[src/rtl/fetch_pkg.sv]
// Shared types and constants for the instruction-fetch stage.
package fetch_pkg;

   typedef enum logic [1:0] {
      StIdle,
      StReq,
      StWait,
      StHold
   } fetch_state_e;

   localparam logic [1:0] FAULT_NONE     = 2'd0;
   localparam logic [1:0] FAULT_MISALIGN = 2'd1;
   localparam logic [1:0] FAULT_BUS      = 2'd2;
   localparam logic [1:0] FAULT_TIMEOUT  = 2'd3;

   // addi x0, x0, 0
   localparam logic [31:0] NOP_INST_RV = 32'h0000_0013;

endpackage

[src/rtl/if_timeout_counter.sv]
// Clearable up-counter for the fetch response timeout; o_tc flags TIMEOUT_CYCLES-1.
module if_timeout_counter #(
   parameter int unsigned TIMEOUT_CYCLES = 255
) (
   input  logic clk,
   input  logic rstn,
   input  logic i_clr,
   input  logic i_en,
   output logic o_tc
);

   localparam int unsigned     CntW    = $clog2(TIMEOUT_CYCLES + 1);
   localparam logic [CntW-1:0] TermCnt = CntW'(TIMEOUT_CYCLES - 1);

   logic [CntW-1:0] r_cnt;

   // Holds at terminal count so a stray enable can never wrap it.
   always_ff @(posedge clk or negedge rstn) begin
      if (!rstn) begin
         r_cnt <= '0;
      end else if (i_clr) begin
         r_cnt <= '0;
      end else if (i_en && !o_tc) begin
         r_cnt <= r_cnt + CntW'(1);
      end
   end

   assign o_tc = (r_cnt == TermCnt);

endmodule

[src/rtl/if_fetch_unit.sv]
// Instruction-fetch stage: requests pc_i from instruction memory and hands the word to decode.
module if_fetch_unit
   import fetch_pkg::*;
#(
   parameter int unsigned TIMEOUT_CYCLES = 255,
   parameter logic [31:0] NOP_INST       = fetch_pkg::NOP_INST_RV
) (
   input  logic        clk,
   input  logic        rstn,
   input  logic [31:0] pc_i,
   input  logic        fetch_en,
   input  logic        flush,
   output logic        stall_o,
   output logic        imem_req_valid,
   input  logic        imem_req_ready,
   output logic [31:0] imem_addr,
   input  logic        imem_rsp_valid,
   input  logic [31:0] imem_rsp_data,
   input  logic        imem_rsp_err,
   output logic [31:0] inst_o,
   output logic [31:0] inst_pc_o,
   output logic        inst_valid,
   input  logic        inst_ready,
   output logic [1:0]  fault_o
);

   fetch_state_e r_state, w_state_d;
   logic [31:0]  r_addr, w_addr_d;
   logic [31:0]  r_inst, w_inst_d;
   logic [31:0]  r_inst_pc, w_inst_pc_d;
   logic [1:0]   r_fault, w_fault_d;
   logic         r_drop, w_drop_d;
   logic         r_req_valid, r_inst_valid;
   logic         w_accept, w_cnt_clr, w_cnt_en, w_tc;

   if_timeout_counter #(
      .TIMEOUT_CYCLES(TIMEOUT_CYCLES)
   ) u_timeout (
      .clk  (clk),
      .rstn (rstn),
      .i_clr(w_cnt_clr),
      .i_en (w_cnt_en),
      .o_tc (w_tc)
   );

   always_comb begin
      w_state_d   = r_state;
      w_addr_d    = r_addr;
      w_inst_d    = r_inst;
      w_inst_pc_d = r_inst_pc;
      w_fault_d   = r_fault;
      w_drop_d    = r_drop;
      w_accept    = 1'b0;
      w_cnt_clr   = 1'b0;
      w_cnt_en    = 1'b0;

      unique case (r_state)
         StIdle: w_accept = fetch_en && !flush;
         StReq: begin
            // The request cannot be withdrawn; remember to discard its response instead.
            if (flush) w_drop_d = 1'b1;
            if (imem_req_ready) begin
               w_state_d = StWait;
               w_cnt_clr = 1'b1;
            end
         end
         StWait: begin
            w_cnt_en = 1'b1;
            if (imem_rsp_valid || w_tc) begin
               if (r_drop || flush) begin
                  w_state_d = StIdle;
                  w_drop_d  = 1'b0;
               end else begin
                  w_state_d   = StHold;
                  w_inst_pc_d = r_addr;
                  if (imem_rsp_valid) begin
                     w_fault_d = imem_rsp_err ? FAULT_BUS : FAULT_NONE;
                     w_inst_d  = imem_rsp_err ? NOP_INST : imem_rsp_data;
                  end else begin
                     w_fault_d = FAULT_TIMEOUT;
                     w_inst_d  = NOP_INST;
                  end
               end
            end else if (flush) begin
               w_drop_d = 1'b1;
            end
         end
         StHold: begin
            if (flush) begin
               w_state_d = StIdle;
               w_inst_d  = NOP_INST;
            end else if (inst_ready) begin
               w_state_d = StIdle;
               w_accept  = fetch_en;
            end
         end
         default: w_state_d = StIdle;
      endcase

      if (w_accept) begin
         if (pc_i[1:0] == 2'b00) begin
            w_state_d = StReq;
            w_addr_d  = pc_i;
         end else begin
            w_state_d   = StHold;
            w_inst_d    = NOP_INST;
            w_fault_d   = FAULT_MISALIGN;
            w_inst_pc_d = pc_i;
         end
      end
   end

   always_ff @(posedge clk or negedge rstn) begin
      if (!rstn) begin
         r_state      <= StIdle;
         r_addr       <= '0;
         r_inst       <= NOP_INST;
         r_inst_pc    <= '0;
         r_fault      <= FAULT_NONE;
         r_drop       <= 1'b0;
         r_req_valid  <= 1'b0;
         r_inst_valid <= 1'b0;
      end else begin
         r_state      <= w_state_d;
         r_addr       <= w_addr_d;
         r_inst       <= w_inst_d;
         r_inst_pc    <= w_inst_pc_d;
         r_fault      <= w_fault_d;
         r_drop       <= w_drop_d;
         r_req_valid  <= (w_state_d == StReq);
         r_inst_valid <= (w_state_d == StHold);
      end
   end

   assign imem_req_valid = r_req_valid;
   assign imem_addr      = r_addr;
   assign inst_valid     = r_inst_valid;
   assign inst_o         = r_inst;
   assign inst_pc_o      = r_inst_pc;
   assign fault_o        = r_fault;
   // PC may advance in the same cycle decode takes the held instruction.
   assign stall_o = (r_state != StIdle) && !((r_state == StHold) && inst_ready);

endmodule

[config.mk]
export PLATFORM = sky130hd
export DESIGN_NAME = if_fetch_unit
export DESIGN_NICKNAME = d
export VERILOG_FILES = /design/src/rtl/fetch_pkg.sv /design/src/rtl/if_timeout_counter.sv /design/src/rtl/if_fetch_unit.sv
export SDC_FILE = /design/constraint.sdc
export NUM_CORES = 1
export LEC_CHECK = 0
export BUFFER_PORTS_ARGS = -buffer_cell sky130_fd_sc_hd__buf_2
export CAP_MARGIN = 40
export CORE_MARGIN = 4
export CORE_UTILIZATION = 36
export DETAILED_ROUTE_END_ITERATION = 10
export SLEW_MARGIN = 20
export SYNTH_ARGS = -nofsm -noshare
export SYNTH_HDL_FRONTEND = slang
export SYNTH_HIERARCHICAL = 1
export SYNTH_SLANG_ARGS = --single-unit
[constraint.sdc]
create_clock -name clk -period 2.1 [get_ports clk]
set_input_delay 0.21 -clock clk [delete_from_list [all_inputs] [get_ports clk]]
set_output_delay 0.21 -clock clk [all_outputs]
set_load 0.05 [all_outputs]
==> reports/results.tsv <==
stage	metric	value	unit
min_path	worstHoldEndpoint	inst_pc_o[28]$_DFF_PN0_	
global_route	grt_max_degree	82	
detailed_routing	drc	0	
detailed_routing	ant_nets	0	
die	fp.coreArea	0.0132	mm2
finish	final_layout_size_suffix_gt1_share	43.8	%
pwr	comb_power_share	50.3	%
finish	n_fill_cell	1227	
die	fp.dieW	124	um
detailed_routing	post_drt_wl_per_cell	15.9	um
die	die_h	124	um
synth	ys_async_sr_fraction	100	%
cts	numCtsBuffers	9	
pwr	powerDensity	1650	mW/mm2
outcome	status	finished clean	
detailed_routing	initialDrtViolationCount	170	
synth	yosysWarnings	6	
finish	final_util	49.7	%
finish	n_antenna_cell	0	
flow_run	drv_cap	0	
global_route	grt_first_pass_wirelength	20000	um
synth	synth_edf_count	0	
min_path	min-delay-start	pc_i[28]	
synth	synth_top_area_share	55.6	%
detailed_routing	dr.pass1.iters	4	
critical_path	crit_path_max_fanout	8	
global_route	grt_pass1_vias	4016	
synth	synth_cell_types	50	
pwr	p_sw_share	48.3	%
synth	synthesis.nets	495	
cts	clk_latency	0.35	ns
synth	yosys.area_share.xor_xnor	0	%
sta	hold_viol_final	0	
global_route	antenna_found_initial	1	
critical_path	worstPathArrival	2.28	ns
sta	finalCriticalPeriod	2.05	ns
pwr	p_int	5.59	mW
cts	htreeDepth	3	
critical_path	rr_worst_depth	7	
sta	finalCritPeriodShare	97.5	%
synth	synth-adder-area-share	1.80	%
synth	synth_top_cell_by_area	dfrtp_1	
die	start_util	36.7	%
place	post_dp_cell_area	0.00606	mm2
synth	muxShareOfSynthArea	14.6	%
finish	syn2layout_area_growth	35.2	%
cts	cts_num_sinks	111	
cts	clockBufferDepth	2	
die	io_pins	173	
sta	slew_violations	0	
synth	synth_compound_area_share	12.3	%
critical_path	rr_endpoint	imem_addr[29]$_DFFE_PN0P_	
die	rows	42	
synth	synth_area	0.00486	mm2
detailed_routing	drt-total-wl	12500	um
critical_path	path_delay_family	simple AND/OR/NAND/NOR gates	
pwr	p_sw	5.23	mW
sta	rsz0062_at_grt	true	
synth	netlist_instances	416	
min_path	min_path_cells	3	
synth	synth_ff_type	dfrtp_1	
finish	regArea	0.00278	mm2
sta	finClkSkew	0.00973	ns
finish	fin_area	0.00658	mm2
critical_path	setup.worst_path.end_class	flip-flop	
critical_path	r2r_start	r_state[0]$_DFF_PN0_	
sta	worst_pin_slew	0.709	ns
critical_path	path_buf_inv	3	
finish	multi_input_area	0.00199	mm2
critical_path	reg2reg_setup_slack	0.05	ns
cts	cts_tree	yes	
place	portBuffers	172	
synth	yosysSeqAreaShare	57.2	%
min_path	worstHoldPathType	in2reg	
finish	nets	686	
sta	max_slew_margin	52.7	%
synth	synth_top_family_by_area	multiplexers	
sta	fin_setup_tns	0	ns
critical_path	slowest_delay	0.41	ns
die	dieArea	0.0154	mm2
place	place_hpwl	8440	um
synth	synthTopCellsByArea	dfrtp_1 56%, mux2_2 7.2%, mux2i_1 6.4%, a22oi_1 4.3%, nor2_1 3.5%	
pwr	seq_power_share	32.4	%
detailed_routing	num_vias	3939	
global_route	grtUsageTotal	15.7	%
place	gp_congestion	0.783	
pwr	clock_power_share	17.3	%
critical_path	cp_slowest_cell	or3b_4	
critical_path	crit_path_start_kind	flip-flop	
cts	cts-root-buf	clkbuf_16	
critical_path	required	2.34	ns
synth	postSynthAreaPerCell	11.7	um2
detailed_routing	vias_per_cell	5.00	
pwr	peakVddDrop	0.808	mV
cts	clkSlewWorstSetupHoldPaths	0.07	ns
critical_path	critical_path_class	reg2reg	
sta	setup_viol	0	
critical_path	crit_chain	inv_2 > ha_4 > or3b_4 > nor4_4 > buf_6 > clkbuf_16 > mux2_2	
synth	yosys_register_bits	111	
sta	fmax	0.489	GHz
pwr	leakagePower	3.49	nW
global_route	overflow	0	
synth	synthSimpleGateAreaFrac	11.1	%
## state kept, by name, summed over array words and instances (netlist names)
register	cells
imem_req_valid	1
inst_pc_o	32
imem_addr	32
fault_o	2
r_drop	1
inst_o	32
inst_valid	1
u_timeout/r_cnt	8
r_state	2
## tightest hold or removal path, delay by kind of cell
kind / cells / cell delay, ns
compound gates: 1 / 0.06
simple gates: 1 / 0.04
buf+inv: 1 / 0.08
## cells in the mapped netlist, types with 2 or more instances
| master | n |
|---|---|
| buf_6 | 3 |
| a21oi_1 | 6 |
| a31oi_1 | 3 |
| o21ai_0 | 33 |
| buf_2 | 10 |
| clkbuf_1 | 8 |
| and3_1 | 2 |
| inv_1 | 5 |
| ha_1 | 7 |
| o21a_1 | 2 |
| and2_1 | 3 |
| nor3b_1 | 2 |
| nor2_1 | 45 |
| mux2_2 | 31 |
| dfrtp_1 | 108 |
| nor2b_1 | 8 |
| a211oi_1 | 3 |
| mux2i_1 | 31 |
| nand3_1 | 4 |
| or2_1 | 2 |
| mux2_1 | 3 |
| a22oi_1 | 28 |
| a211o_1 | 4 |
| nand2_1 | 35 |
| or3_1 | 3 |
| dfstp_2 | 3 |
## kinds of logic (layout without fill, tap and decap cells)
logic type	after synthesis	in the layout
AND/OR/NAND/NOR	113	113
buffers and inverters	28	224
flip-flops	111	111
AO/OA/AOI/OAI	91	91
multiplexers	66	66
adder cells (fa/ha/maj)	7	7
## how the worst max path moves through the flow
| stage | startpoint | endpoint | slack, ns | cells past startpoint |
|---|---|---|---|---|
| 6_report | r_state[0]$_DFF_PN0_ | imem_addr[29]$_DFFE_PN0P_ | 0.05 | 7 |
| 3_5_place_dp | u_timeout/r_cnt[0]$_DFFE_PN0P_ | inst_pc_o[25]$_DFF_PN0_ | -0.02 | 9 |
| 4_1_cts | r_state[0]$_DFF_PN0_ | imem_addr[11]$_DFFE_PN0P_ | -0.006 | 6 |
| 5_1_grt | r_state[0]$_DFF_PN0_ | inst_valid$_DFF_PN0_ | -0.01 | 8 |
| 3_3_place_gp | r_state[0]$_DFF_PN0_ | imem_addr[4]$_DFFE_PN0P_ | 0.04 | 6 |
| 2_1_floorplan | r_state[0]$_DFF_PN0_ | imem_addr[10]$_DFFE_PN0P_ | -0.004 | 6 |
## stage by stage
| stage | instances | total power, mW | hold slack, ns | setup slack [ns] |
|---|---|---|---|---|
| after floorplan | 416 | 7.45 | -0.0856 | -0.00402 |
| after global placement | 760 | 8.79 | 0.305 | 0.0391 |
| after detailed placement | 760 | 8.91 | 0.308 | -0.0169 |
| after CTS | 777 | 10.8 | 0.0553 | -0.00643 |
| after global routing | 788 | 11.4 | 0.0687 | -0.0128 |
| final | 788 | 10.8 | 0.0743 | 0.0533 |
## routing by layer
layer	part of all wire, %	global-route usage (%)	vias up
met1	43	19.7	1925
met4	1.4	5.48	2
met2	47	24.5	137
met5	0.11	0	-
li1	-	-	1859
met3	8.6	6.31	16
## power by group through the flow
stage | Sequential (mW) | Combinational (mW) | Clock (mW)
floorplan | 6.03 | 1.42 | 0
global placement | 3.50 | 5.30 | 0
detailed placement | 3.53 | 5.37 | 0
CTS | 3.51 | 5.38 | 1.93
global route | 3.62 | 5.79 | 2.03
finish | 3.51 | 5.45 | 1.87
## placed cells by master, fill, tap and decap left out, types with 2 or more instances in the layout
cell and instances:
o21a_1 2, bufinv_16 2, inv_2 2, nor2_1 44
or3_1 3, clkbuf_16 12, a21oi_1 5, a211o_1 4
mux2_2 30, dfrtp_1 108, buf_4 20, buf_2 171
buf_6 2, nor2b_1 8, nand2_1 35, ha_1 6
mux2_1 3, o21ai_0 33, a211oi_1 3, a31oi_1 3
dfstp_2 3, buf_12 6, nand3_1 3, inv_1 3
a22oi_1 28, and3_1 2, mux2_4 2, mux2i_1 31
inv_8 2, and2_1 3, nor3b_1 2
## cell type report
| cell class | count | area share [%] |
|---|---|---|
| clock buffers | 9 | 3.42 |
| clock inverters | 7 | 1.58 |
| inverters | 5 | 0.285 |
| multi-input cells | 277 | 30.3 |
| flip-flops and latches | 111 | 42.3 |
| well taps | 176 | 3.35 |
| repair buffers | 203 | 18.8 |
## timing repair
action | 4_1_cts | 5_1_grt
hold endpoints to repair | 47 | 0
hold buffers | 1 | 0
buffers inserted | 0 | 7
pin swaps | 0 | 2
gates cloned | 0 | 4
endpoints found under the setup margin | 9 | 92
resized for setup | 1 | 11
Power figures use the tool's default switching activity.
